$ cat config.mk
export PLATFORM = sky130hd
export DESIGN_NAME = pll_lock_sequencer
export DESIGN_NICKNAME = d
export VERILOG_FILES = /design/src/rtl/pll_lock_sequencer.sv
export SDC_FILE = /design/constraint.sdc
export NUM_CORES = 1
export LEC_CHECK = 0
export ABC_AREA = 1
export CAP_MARGIN = 20
export CORE_ASPECT_RATIO = 0.7
export CORE_MARGIN = 3
export CORE_UTILIZATION = 50
export CTS_CLUSTER_DIAMETER = 150
export DETAILED_ROUTE_END_ITERATION = 10
export PLACE_DENSITY = 0.69
export SLEW_MARGIN = 25
export SYNTH_ARGS = -nofsm -noshare
export SYNTH_HDL_FRONTEND = slang
export SYNTH_SLANG_ARGS = --single-unit
$ cat constraint.sdc
create_clock -name clock_in -period 1.8 [get_ports clock_in]
set_input_delay 0.36 -clock clock_in [delete_from_list [all_inputs] [get_ports clock_in]]
set_output_delay 0.36 -clock clock_in [all_outputs]
set_load 0.01 [all_outputs]
$ cat src/rtl/pll_lock_sequencer.sv
// ============================================================================
// Module   : pll_lock_sequencer
// Purpose  : Sequences PLL reset/lock and gates the system reset on stable lock.
// Revision : 1.0 - initial release
// ============================================================================
`default_nettype none
`timescale 1ns/1ps

module pll_lock_sequencer #(
  parameter int RESET_CYCLES   = 16,
  parameter int TIMEOUT_CYCLES = 12000,
  parameter int STABLE_CYCLES  = 1200,
  parameter int MAX_RETRIES    = 3
) (
  input  logic       clock_in,
  input  logic       reset_n,
  input  logic       pll_locked,
  input  logic       restart,
  output logic       pll_resetb,
  output logic       sys_reset_n,
  output logic       ready,
  output logic       fail,
  output logic       lock_lost,
  output logic [3:0] retry_count
);

  localparam int MAX_RT    = (RESET_CYCLES > TIMEOUT_CYCLES) ? RESET_CYCLES : TIMEOUT_CYCLES;
  localparam int MAX_PARAM = (MAX_RT > STABLE_CYCLES) ? MAX_RT : STABLE_CYCLES;
  localparam int CNT_W     = $clog2(MAX_PARAM) + 1;

  localparam logic [CNT_W-1:0] RESET_LAST   = CNT_W'(RESET_CYCLES - 1);
  localparam logic [CNT_W-1:0] TIMEOUT_LAST = CNT_W'(TIMEOUT_CYCLES - 1);
  localparam logic [CNT_W-1:0] STABLE_LAST  = CNT_W'(STABLE_CYCLES - 1);
  localparam logic [CNT_W-1:0] CNT_ONE      = CNT_W'(1);
  localparam logic [3:0]       RETRY_LIMIT  = 4'(MAX_RETRIES);

  typedef enum logic [2:0] {
    ST_RESET_PLL = 3'd0,
    ST_WAIT_LOCK = 3'd1,
    ST_STABLE    = 3'd2,
    ST_RUN       = 3'd3,
    ST_FAILED    = 3'd4
  } state_t;

  state_t           state_q, state_d;
  logic [CNT_W-1:0] cnt_q, cnt_d;
  logic [3:0]       retry_q, retry_d;
  logic [1:0]       sync_q, sync_d;
  logic             pll_resetb_q, pll_resetb_d;
  logic             sys_reset_n_q, sys_reset_n_d;
  logic             ready_q, ready_d;
  logic             fail_q, fail_d;
  logic             lock_lost_q, lock_lost_d;
  logic             locked_s;
  logic             attempt_failed;

  assign locked_s = sync_q[1];

  always_comb begin
    sync_d         = {sync_q[0], pll_locked};
    state_d        = state_q;
    cnt_d          = cnt_q + CNT_ONE;
    retry_d        = retry_q;
    lock_lost_d    = 1'b0;
    attempt_failed = 1'b0;

    case (state_q)
      ST_RESET_PLL: if (cnt_q == RESET_LAST) state_d = ST_WAIT_LOCK;
      ST_WAIT_LOCK: begin
        if (locked_s)                   state_d = ST_STABLE;
        else if (cnt_q == TIMEOUT_LAST) attempt_failed = 1'b1;
      end
      ST_STABLE: begin
        if (!locked_s)                 attempt_failed = 1'b1;
        else if (cnt_q == STABLE_LAST) state_d = ST_RUN;
      end
      ST_RUN: begin
        if (!locked_s) begin
          state_d     = ST_RESET_PLL;
          retry_d     = 4'd0;
          lock_lost_d = 1'b1;
        end
      end
      ST_FAILED: state_d = ST_FAILED;
      default:   state_d = ST_RESET_PLL;
    endcase

    // A failed attempt either re-arms the PLL or parks it once retries are spent.
    if (attempt_failed) begin
      if (retry_q == RETRY_LIMIT) begin
        state_d = ST_FAILED;
      end else begin
        retry_d = retry_q + 4'd1;
        state_d = ST_RESET_PLL;
      end
    end

    if ((state_q == ST_RUN) || (state_q == ST_FAILED) || (state_d != state_q)) cnt_d = '0;

    if (restart) begin
      state_d     = ST_RESET_PLL;
      retry_d     = 4'd0;
      cnt_d       = '0;
      lock_lost_d = 1'b0;
    end

    pll_resetb_d  = (state_d == ST_WAIT_LOCK) || (state_d == ST_STABLE) || (state_d == ST_RUN);
    sys_reset_n_d = (state_d == ST_RUN);
    ready_d       = (state_d == ST_RUN);
    fail_d        = (state_d == ST_FAILED);
  end

  always_ff @(posedge clock_in or negedge reset_n) begin
    if (!reset_n) begin
      state_q       <= ST_RESET_PLL;
      cnt_q         <= '0;
      retry_q       <= 4'd0;
      sync_q        <= 2'b00;
      pll_resetb_q  <= 1'b0;
      sys_reset_n_q <= 1'b0;
      ready_q       <= 1'b0;
      fail_q        <= 1'b0;
      lock_lost_q   <= 1'b0;
    end else begin
      state_q       <= state_d;
      cnt_q         <= cnt_d;
      retry_q       <= retry_d;
      sync_q        <= sync_d;
      pll_resetb_q  <= pll_resetb_d;
      sys_reset_n_q <= sys_reset_n_d;
      ready_q       <= ready_d;
      fail_q        <= fail_d;
      lock_lost_q   <= lock_lost_d;
    end
  end

  assign pll_resetb  = pll_resetb_q;
  assign sys_reset_n = sys_reset_n_q;
  assign ready       = ready_q;
  assign fail        = fail_q;
  assign lock_lost   = lock_lost_q;
  assign retry_count = retry_q;

endmodule

`default_nettype wire

======== Yosys cells after proc, flatten, opt, wreduce, memory -nomap -nowiden ========
Cells that the tools add are included.
word-level totals
  bits in latches ......................... 0
  register bits after elaboration ......... 28
  memories kept ........................... 0
  bits of input ports ..................... 4
  output and inout bits ................... 9
  word-level logic and storage cells ...... 50
  bits in writable memories ............... 0
  ROM bits ................................ 0
operators by class
  divide/modulo/power cells ............... 0
  shifts and indexed selects .............. 0
  order comparisons ....................... 0
  equality and inequality tests ........... 13
  multiply operators ...................... 0
  add/sub/neg operators ................... 2
  reduce and logical (&&, ||, !) cells .... 5
  bitwise gates (word level) .............. 0
  muxes and demuxes ....................... 22
operators by type and width
  cell                                                   count
  two-way mux 15 bit                                     2
  two-way mux 3 bit                                      8
  two-way mux 4 bit                                      5
  adder 15 x 1 -> 15 bit, second input constant          1
  equality test 15 x 11 -> 1 bit, second input constant  1
  equality test 15 x 14 -> 1 bit, second input constant  1
  equality test 15 x 4 -> 1 bit, second input constant   1
  case mux 3 bit (5 select lines)                        1
  equality test 3 x 2 -> 1 bit, second input constant    4
  equality test 3 x 1 -> 1 bit, second input constant    2
  equality test 3 bit, second input constant             2
  two-way mux 1 bit                                      5
  adder 4 x 1 -> 4 bit, second input constant            1
  equality test 4 x 2 -> 1 bit, second input constant    1
  logical OR 1 bit                                       4
  zero test 3 bit                                        1
  inequality test 3 bit                                  1
  case mux 1 bit (2 select lines)                        1

======== Longest topological paths before layout ========
Gate-level depths: netlist (run 1).
  depth in word-level cells ............... 9
  depth in mapped cells ................... 13
  gate-level depth less buffers ........... 12

======== Worst setup path after synthesis (run 1) ========
Ideal clock, no wire load.
  kind .................................... flip-flop to flip-flop
  from .................................... register cnt_q[0]
  to ...................................... register cnt_q[8]
  stages on the path, launching flop included .. 14
  required time ........................... 1.720 ns
  period minus slack after synthesis ...... 1.609 ns
  arrival ................................. 1.528 ns
  setup slack ............................. 0.191 ns
  library setup time ...................... 0.080 ns
  path through ............................ dfrtp_1 -> ha_1 -> nand2_1 -> inv_1 -> nand2_1 -> nor2_1 -> nand2_1 -> nand2_2 -> nand2_4 -> nand2_1 -> nand2_2 -> nand3_4 -> buf_8 -> nor3_2
on the way
  longest elaborated chain between the ends .. 9
  elaborated cells between the ends (all ways) .. 16
  classes of those cells .................. add/sub (1); eq/ne (4); mux (10); reduce/logical (1)
ends and longest elaborated chain
  what                                                                                       line    source
  from (decl)                                                                                46      logic [CNT_W-1:0] cnt_q, cnt_d;
  from (signal assigned)                                                                     126     cnt_q <= cnt_d;
  equality test 15 x 11 -> 1 bit / equality test 15 x 14 -> 1 bit (equally long branches)    75, 71
  two-way mux 3 bit / two-way mux 1 bit (equally long branches)                              75, 71
  two-way mux 3 bit / two-way mux 1 bit (equally long branches)                              74, 70
  case mux 3 bit (5 select lines) / case mux 1 bit (2 select lines) (equally long branches)  67      case (state_q)
  two-way mux 3 bit                                                                          89      if (attempt_failed) begin
  inequality test 3 bit                                                                      98      if ((state_q == ST_RUN) || (state_q == ST_FAILED) || (state_d != state_q)) cnt_d = '0;
  logical OR 1 bit                                                                           98
  two-way mux 15 bit (*)                                                                     98
  two-way mux 15 bit (*)                                                                     100     if (restart) begin
  via cnt_d[8]                                                                               46
The timed path passes the listed nets; every way through them passes the cells marked *.

======== Final worst setup path (run 1) ========
  from .................................... register state_q[0]
  to ...................................... register cnt_q[12]
on the way
  longest elaborated chain between the ends .. 8
  elaborated cells between the ends (all ways) .. 18
  classes of those cells .................. eq/ne (5); mux (10); reduce/logical (3)
ends and longest elaborated chain
  what                             line  source
  from (decl)                      45    state_t state_q, state_d;
  from (signal assigned)           125   state_q <= state_d;
  two-way mux 3 bit                75    else if (cnt_q == STABLE_LAST) state_d = ST_RUN;
  two-way mux 3 bit                74    if (!locked_s) attempt_failed = 1'b1;
  case mux 3 bit (5 select lines)  67
  two-way mux 3 bit                89
  inequality test 3 bit            98
  logical OR 1 bit (*)             98
  two-way mux 15 bit (*)           98
  two-way mux 15 bit (*)           100
  via cnt_d[12]                    46
Marks and branches as above.

==> metrics.yaml, run 1 <==
timing:
  setup_viol: 0
  min_period_ns: 1.76
  skew_ns: 0.0119
  finalSetupTns_ns: 0
  fmax_ghz: 0.569
  hold_violations: 0
  finalCritPeriodShare_pct: 97.7
  slew_headroom_pct: 71.5
  hold_ws_ns: 0.360
  tightest_slew_ns: 0.428
  rsz0062_at_grt: "true"
  slew_violations: 0
placement:
  port_buffers: 12
  dp.cells: 269
  place_congestion: 0.969
  hpwl_um: 2800
routing:
  route.detailed.drc: 0
  vias_per_cell: 5.42
  ant_nets: 0
  dr_total_vias: 1517
  wire_per_inst_um: 14.1
  drtPass1Iterations: 4
  drt_iter0_markers: 181
  wirelength_um: 3960
worst_setup_path:
  arrival_ns: 1.95
  ff2ff_path_depth: 11
  end_kind: "flop"
  regToRegSetupSlack_ns: 0.04
  crit_path_max_fanout: 7
  path_cells: "buf_4, nand2_1, nand3_1, nand2_1, inv_1, a21oi_4, nand2_4, nand2_4, buf_6, nand3_4, nor3_2"
  slowest_stage: "dfrtp_2"
  reg2reg_to: "cnt_q[12]"
  crit_path_start_kind: "flop"
  worstPathRequired_ns: 2.00
  endpoint: "cnt_q[12]"
  crit_path_max_incr_delay_ns: 0.46
  rr_startpoint: "state_q[0]"
  startpoint: "state_q[0]"
  critPathKind: "reg -> reg"
layout:
  fin_util_pct: 69.0
  layout_common_cells: "34 x nand2_1, 34 x nor2_1, 27 x dfrtp_1"
  instances_no_fill: 280
  layout-drive-gt1-share_pct: 25.0
  area_growth_syn_to_layout_pct: 22.6
  diodes: 0
  nets: 251
pwr:
  power.leakage_nw: 0.964
  powerDensity_nw_per_um2: 523
  finalPower_mw: 1.08
  ir_worst_vdd_mv: 0.387
synthesis:
  ys_seq_elements: 28
  yosysTopAreaCellShare_pct: 41.4
  synth_top_area_cell: "dfrtp_1"
  synthSimpleGateAreaFrac_pct: 38.6
  synth_compound_area_share_pct: 7.25
  synth.area.top_cells: "dfrtp_1 41%, nand2_1 8.2%, nor2_1 7.8%"
  synthAdderAreaFrac_pct: 1.48
  synthMuxAreaShare_pct: 0
  synth.avg_cell_area_sq_um: 7.69
  netlist_area_sq_um: 1690
  ys_types: 31
  synth_top_family_by_area: "simple AND/OR/NAND/NOR gates"
  synth_xor_area_share_pct: 1.04
  yosysWarnings: 0
  synth_nets: 226
  yosysSeqAreaShare_pct: 41.4
  syn_inst: 220
clock_tree:
  clk_latency_ns: 0.28
  cts_buffers: 3
  htreeDepth: 1
  cts.hold.buffers_added: 0
  cts.sinks: 28
  cts_tree: "done"
  cts.clk_slew.worst_paths_ns: 0.10
  clockBufferDepth: 2
  clockRootBuffer: "clkbuf_8"
global_route:
  grt_start_max_net_pins: 29
  antenna_found_initial: 0
  grt_pass1_vias: 1319
  overflow: 0
  grt.total_usage_pct: 21.3
  grt_pass1_wl_um: 6560
min_path:
  hold_path.class: "reg -> reg"
  min_from: "sync_q[0]"
status:
  outcome: "finished clean"
run:
  cap_violations: 0
die:
  row_count: 16
  die_x_um: 75.5
  core-area_sq_um: 3000
  initial_core_util_pct: 56.3
  ios: 13
  die_h_um: 54.7
  die_area_sq_um: 4130
final cells by class:
type	instances	area [sq um]
Fill cell	234	930
Tap cell	36	45.0
Inverter	32	125
Timing Repair Buffer	25	221
Clock buffer	4	55.1
Sequential cell	28	702
Multi-Input combinational cell	155	925
power breakdown:
group | switching, mW | internal, mW | total, mW | leakage (nW)
sequential | 0.00665 | 0.636 | 0.643 | 0.382
clock | 0.191 | 0.196 | 0.387 | 0.0288
combinational | 0.0335 | 0.0218 | 0.0552 | 0.553
total | 0.231 | 0.854 | 1.08 | 0.964
state kept, by name, summed over array words and instances (netlist names):
name / cells
fail: 1
lock_lost: 1
ready: 1
state_q: 3
cnt_q: 15
pll_resetb: 1
retry_count: 4
sync_q: 2
cells in the mapped netlist:
library cell  instances
buf_8                 1
nand4_2               1
nor2_1               35
ha_1                  2
xor2_1                2
o21ai_0               8
a22oi_1               1
nand3_1              22
nand3_4               1
nor3b_1               1
nor3_2               10
o22ai_1               1
nand2_1              37
inv_2                 7
inv_1                25
a21oi_2               1
o21bai_1              1
buf_4                 1
or2_2                 1
buf_6                 2
nor2_2                1
a211oi_1              2
a21oi_1               4
nor3_1               11
nand4_1               4
nand2_2               4
or3_1                 1
clkbuf_1              2
dfrtp_1              28
nand2_4               1
a31o_2                2
kinds of logic after synthesis:
| kind of cell | after synthesis |
|---|---|
| fa+ha+maj | 2 |
| simple gates | 130 |
| compound gates | 20 |
| flops | 28 |
| buf+inv | 38 |
| xor+xnor | 2 |
worst min path at each step:
| stage | endpoint | slack [ns] | cells past startpoint |
|---|---|---|---|
| after floorplan | cnt_q[0] | 0.06 | 0 |
| after global placement | sync_q[1] | 0.34 | 0 |
| after detailed placement | sync_q[1] | 0.34 | 0 |
| after CTS | sync_q[1] | 0.36 | 0 |
| after global routing | sync_q[1] | 0.37 | 0 |
| final | sync_q[1] | 0.36 | 0 |
metrics by stage:
| stage | instance area, sq um | worst slack (ns) |
|---|---|---|
| floorplan | 1690 | 0.191 |
| global placement | 1860 | 0.0313 |
| detailed placement | 1860 | -0.0271 |
| CTS | 1930 | 0.00445 |
| global route | 2070 | -0.0449 |
| finish | 2070 | 0.0422 |
layer usage:
metal  wire length [um]  up-vias  share of wire [%]  global-route usage [%]
met3                369        2                9.3                    3.85
li1                   -      764                  -                       -
met4                  9        0               0.23                    1.74
met5                  0        -                  0                       0
met2               1610       68                 41                    29.5
met1               1970      683                 50                    34.7
worst max-delay path: cells and delay by family (launching register included):
| kind | cells | cell delay (ns) |
|---|---|---|
| buffers and inverters | 3 | 0.34 |
| AO/OA/AOI/OAI | 1 | 0.17 |
| flip-flops | 1 | 0.46 |
| AND/OR/NAND/NOR | 7 | 0.70 |
timing repair:
action	CTS	global route
pin swaps	0	5
setup buffers	0	6
gates resized for setup	1	26
cloned	1	0
setup endpoints to repair	4	21
Note: power is estimated with default switching activity, not from simulation.
==> run 2: changes to the inputs <==
- CORE_MARGIN: 3 -> not set
==> metrics.yaml, run 2 (same netlist as run 1, synthesis figures left out) <==
status:
  outcome: "finished clean"
placement:
  hpwl_um: 2620  # -6.1%
  port_buffers: 12  # unchanged
  place_congestion: 0.944  # -2.5%
  place_ws_ns: 0.0236  # +0.0507 ns
  dp.cells: 270  # +0.37%
layout:
  regMostFlops: "cnt_q"
  largest_reg_flops: 15  # unchanged
  layout_common_cells: "34 x nand2_1, 33 x nor2_1, 28 x dfrtp_1"
  final_common_cell: "nand2_1"
  instances_no_fill: 277  # -1.1%
  layout-drive-gt1-share_pct: 23.0  # -2.0 points
  area_growth_syn_to_layout_pct: 20.0
  diodes: 0  # unchanged
  nets: 246  # -2.0%
worst_setup_path:
  critPathTopFamily: "simple AND/OR/NAND/NOR gates"
  cpMostUsedCell: "nand2_1"
  worstPathRequired_ns: 2.00  # about the same
  arrival_ns: 1.88  # -0.07 ns
  crit_path_max_fanout: 7  # unchanged
  slowest_stage: "dfrtp_1"
  crit_path_start_kind: "flop"
  crit_path_max_incr_delay_ns: 0.46  # about the same
  crit_buf_inv: 2  # -1
  startpoint: "cnt_q[9]"
  rr_startpoint: "cnt_q[9]"
  path_cells: "inv_2, nand2_1, nor2_1, nand2_1, a21oi_2, nand2_2, nand2_4, buf_12, nand3_4, nor3_2"
  end_kind: "flop"
  critPathKind: "reg -> reg"
die:
  initial_core_util_pct: 53.0  # -3.3 points
  row_count: 17  # +1
  die_h_um: 50.7  # -7.3%
  core-area_sq_um: 3190  # +6.2%
  die_x_um: 71.5  # -5.3%
  ios: 13  # unchanged
  die_area_sq_um: 3620  # -12%
global_route:
  antenna_found_initial: 0  # unchanged
  grt_pass1_vias: 1231  # -6.7%
  use_met3_pct: 4.82  # +0.97 points
  grt.total_usage_pct: 21.9  # +0.67 points
  overflow: 0  # unchanged
  gr-usage-met2_pct: 28.6  # -0.94 points
  grt_pass1_wl_um: 6020  # -8.3%
  met1_usage_pct: 36.2  # +1.5 points
  grt_start_max_net_pins: 29  # unchanged
  globalRoute.busiestLayer: "met1"
pwr:
  power_frac_seq_pct: 59.4  # about the same
  powerDensity_nw_per_um2: 533  # +1.9%
  finalPower_mw: 1.08  # -0.25%
  p_clk_share_pct: 35.6  # about the same
  internal-power_mw: 0.854  # about the same
  ir_worst_vdd_mv: 0.533  # +38%
  switching_share_pct: 21.1  # -0.24 points
  power_frac_comb_pct: 5.0  # about the same
  power_switching_mw: 0.228  # -1.4%
  power.leakage_nw: 0.944  # -2.0%
clock_tree:
  clockRootBuffer: "clkbuf_8"
  cts_buffers: 3  # unchanged
  htreeDepth: 1  # unchanged
  clk_latency_ns: 0.27  # about the same
  cts.sinks: 28  # unchanged
  cts_tree: "done"
  clockBufferDepth: 2  # unchanged
  cts.hold.buffers_added: 0  # unchanged
  cts.clk_slew.worst_paths_ns: 0.09  # about the same
timing:
  finalCritPeriodShare_pct: 93.3  # -4.3 points
  min_period_ns: 1.68  # -0.0782 ns
  slew_violations: 0  # unchanged
  slew_headroom_pct: 76.3  # +4.9 points
  setup_viol: 0  # unchanged
  hold_violations: 0  # unchanged
  skew_ns: 0.00307  # -0.00887 ns
  fmax_ghz: 0.595  # +4.7%
  finalSetupTns_ns: 0  # unchanged
  setup_slack_ns: 0.120  # +0.0782 ns
  tightest_slew_ns: 0.355  # -0.0725 ns
min_path:
  hold_path.class: "reg -> reg"
  min_from: "sync_q[0]"
routing:
  wire_per_inst_um: 13.8  # -2.3%
  drt_iter0_markers: 182  # +0.55%
  dr_total_vias: 1496  # -1.4%
  ant_nets: 0  # unchanged
  drtPass1Iterations: 4  # unchanged
  route.detailed.drc: 0  # unchanged
  wirelength_um: 3830  # -3.4%
  vias_per_cell: 5.40  # -0.32%
run:
  cap_violations: 0  # unchanged
-- run 2: final timing paths --
check | end | slack, ns | depth (start not counted)
worst max-delay path | cnt_q[6] | 0.12 | 10
worst min-delay path | sync_q[1] | 0.36 | 0
worst max register to register | cnt_q[6] | 0.12 | 10
worst min register to register | sync_q[1] | 0.36 | 0
max in group asynchronous | cnt_q[1] | 1.08 | 2
min in group asynchronous | state_q[1] | 0.46 | 2
-- run 2: timing repair --
item | 4_1_cts | 5_1_grt
setup buffers | 0 | 2
gates resized for setup | 0 | 18
endpoints found under the setup margin | 0 | 20
-- run 2: power by group through the flow --
stage | Combinational, mW | Clock (mW) | Sequential, mW
6_report | 0.0539 | 0.386 | 0.643
5_1_grt | 0.0612 | 0.426 | 0.644
4_1_cts | 0.0477 | 0.404 | 0.642
3_5_place_dp | 0.0476 | 0 | 0.654
3_3_place_gp | 0.0480 | 0 | 0.654
2_1_floorplan | 0.0171 | 0 | 0.653
-- run 2: per-layer routing --
| layer | routed length [um] | part of all wire (%) |
|---|---|---|
| met5 | 0 | 0 |
| met4 | 24 | 0.63 |
| met3 | 254 | 6.6 |
| met2 | 1540 | 40 |
| met1 | 2010 | 53 |
-- run 2: final cells by class --
type / instances / area (sq um)
Multi-Input combinational cell: 155 / 897
Clock buffer: 4 / 55.1
Tap cell: 38 / 47.5
Inverter: 32 / 120
Sequential cell: 28 / 701
Timing Repair Buffer: 20 / 209
Fill cell: 283 / 1160
-- run 2: stage by stage --
stage / cell area (sq um) / hold slack [ns] / utilization [%]
after floorplan: 1690 / 0.0644 / -
after global placement: 1860 / 0.333 / 58.4
after detailed placement: 1860 / 0.339 / 58.4
after CTS: 1920 / 0.365 / 60.2
after global routing: 2030 / 0.362 / 63.6
final: 2030 / 0.359 / 63.6
-- run 2: worst register-to-register path: stages, from the launching register on --
cell and delay (ns):
dfrtp_1 0.46, inv_2 0.11, nand2_1 0.07, nor2_1 0.10, nand2_1 0.10, a21oi_2 0.20, nand2_2 0.10, nand2_4 0.09
buf_12 0.11, nand3_4 0.13, nor3_2 0.14
==> run 3: changes to the inputs <==
- TNS_END_PERCENT: not set -> 1
==> metrics.yaml, run 3 (same netlist as run 1, synthesis figures left out) <==
status:
  outcome: "finished clean"
global_route:
  grt_pass1_wl_um: 6020  # unchanged
  overflow: 0  # unchanged
  grt_start_max_net_pins: 29  # unchanged
  grt_pass1_vias: 1231  # unchanged
  antenna_found_initial: 0  # unchanged
  grt.total_usage_pct: 21.9  # unchanged
worst_setup_path:
  startpoint: "cnt_q[9]"
  worstPathRequired_ns: 2.00  # about the same
  critPathTopFamily: "simple AND/OR/NAND/NOR gates"
  crit_path_start_kind: "flop"
  cp.depth: 10  # unchanged
  arrival_ns: 1.89  # about the same
  slowest_stage: "dfrtp_1"
  crit_path_max_fanout: 7  # unchanged
  crit_path_max_incr_delay_ns: 0.46  # about the same
  rr_startpoint: "cnt_q[9]"
  end_kind: "flop"
  ff2ff_path_depth: 10  # unchanged
  critPathKind: "reg -> reg"
  path_cells: "inv_2, nand2_1, nor2_1, nand2_1, a21oi_2, nand2_2, nand2_4, buf_12, nand3_4, nor3_2"
  cpMostUsedCell: "nand2_1"
  crit_buf_inv: 2  # unchanged
layout:
  nets: 246  # unchanged
  stdcell_area_sq_um: 2030  # -0.12%
  n_fill_cell: 282  # -0.35%
  regMostFlops: "cnt_q"
  diodes: 0  # unchanged
  largest_reg_flops: 15  # unchanged
  layout_common_cells: "34 x nand2_1, 34 x nor2_1, 28 x dfrtp_1"
  area_growth_syn_to_layout_pct: 19.8
  instances_no_fill: 277  # unchanged
  layout-drive-gt1-share_pct: 22.6  # -0.42 points
routing:
  route.detailed.drc: 0  # unchanged
  wirelength_um: 3830  # about the same
  drt_iter0_markers: 226  # +24%
  ant_nets: 0  # unchanged
  wire_per_inst_um: 13.8  # about the same
  met3_length_um: 265  # +4.3%
  wl_met2_um: 1530  # -0.20%
  top_layer: "met4"
  drtPass1Iterations: 4  # unchanged
  vias_per_cell: 5.39  # -0.13%
  wl_met1_um: 2000  # -0.30%
  dr_total_vias: 1494  # -0.13%
die:
  die_area_sq_um: 3620  # unchanged
  row_count: 17  # unchanged
  initial_core_util_pct: 53.0  # unchanged
  die_h_um: 50.7  # unchanged
  die_x_um: 71.5  # unchanged
  ios: 13  # unchanged
  core-area_sq_um: 3190  # unchanged
pwr:
  finalPower_mw: 1.08  # +0.15%
  power.leakage_nw: 0.944  # about the same
  ir_worst_vdd_mv: 0.535  # +0.49%
  powerDensity_nw_per_um2: 535  # +0.27%
placement:
  hpwl_um: 2620  # unchanged
  dp.cells: 270  # unchanged
  port_buffers: 12  # unchanged
  place_congestion: 0.944  # unchanged
  placed_cell_area_sq_um: 1860  # unchanged
clock_tree:
  cts_tree: "done"
  cts.sinks: 28  # unchanged
  cts.hold.buffers_added: 0  # unchanged
  cts_buffers: 3  # unchanged
  clockRootBuffer: "clkbuf_8"
  htreeDepth: 1  # unchanged
  cts.clk_slew.worst_paths_ns: 0.09  # about the same
  clockBufferDepth: 2  # unchanged
  clk_latency_ns: 0.27  # about the same
timing:
  tightest_slew_ns: 0.351  # -0.00446 ns
  min_period_ns: 1.69  # +0.00537 ns
  finalCritPeriodShare_pct: 93.6  # +0.30 points
  setup_viol: 0  # unchanged
  rsz0062_at_grt: "true"
  slew_headroom_pct: 76.6  # +0.30 points
  hold_violations: 0  # unchanged
  slew_violations: 0  # unchanged
  skew_ns: 0.00321  # +0.000142 ns
  fmax_ghz: 0.593  # -0.32%
min_path:
  hold_path.class: "reg -> reg"
  min_delay_path_depth: 0  # unchanged
  min_from: "sync_q[0]"
run:
  cap_violations: 0  # unchanged
[run 3: cell types whose count changed in the layout (fill, tap and decap cells not counted)]
cell / before / now
nor2_1: 33 / 34
nor2_2: 2 / 1
[run 3: layer usage]
| metal | up-vias | global-route usage [%] |
|---|---|---|
| li1 | 755 | - |
| met3 | 4 | 4.82 |
| met1 | 669 | 36.2 |
| met2 | 66 | 28.6 |
| met5 | - | 0 |
| met4 | 0 | 3.92 |
[run 3: power breakdown]
part	switching (mW)	internal [mW]
Sequential	0.00653	0.636
Combinational	0.0314	0.0222
Clock	0.191	0.196
[run 3: area by class of cell]
cell class	instances	area, sq um	share of cell area, %
clock buffer	4	55.1	2.72
inverter	32	120	5.93
multi-input combinational	155	895	44.1
sequential	28	701	34.6
tap	38	47.5	2.35
timing repair buffer	20	209	10.3
[run 3: worst paths after layout]
| check | end | slack [ns] |
|---|---|---|
| max | cnt_q[4] | 0.11 |
| min | sync_q[1] | 0.36 |
| max reg2reg | cnt_q[4] | 0.11 |
| min reg2reg | sync_q[1] | 0.36 |
| max in group asynchronous | cnt_q[12] | 1.08 |
| min in group asynchronous | state_q[1] | 0.46 |
[run 3: timing repair]
item | 4_1_cts | 5_1_grt
resized for setup | 0 | 17
endpoints found under the setup margin | 0 | 20
setup buffers | 0 | 2
[run 3: per-stage QoR]
| stage | setup TNS (ns) | hold WS, ns | util [%] | setup slack [ns] |
|---|---|---|---|---|
| 4_1_cts | 0 | 0.365 | 60.2 | 0.00117 |
| 3_5_place_dp | 0 | 0.339 | 58.4 | 0.0236 |
| 5_1_grt | -0.0391 | 0.362 | 63.5 | -0.0205 |
| 2_1_floorplan | 0 | 0.0644 | - | 0.191 |
| 6_report | 0 | 0.360 | 63.5 | 0.115 |
| 3_3_place_gp | 0 | 0.333 | 58.4 | 0.114 |
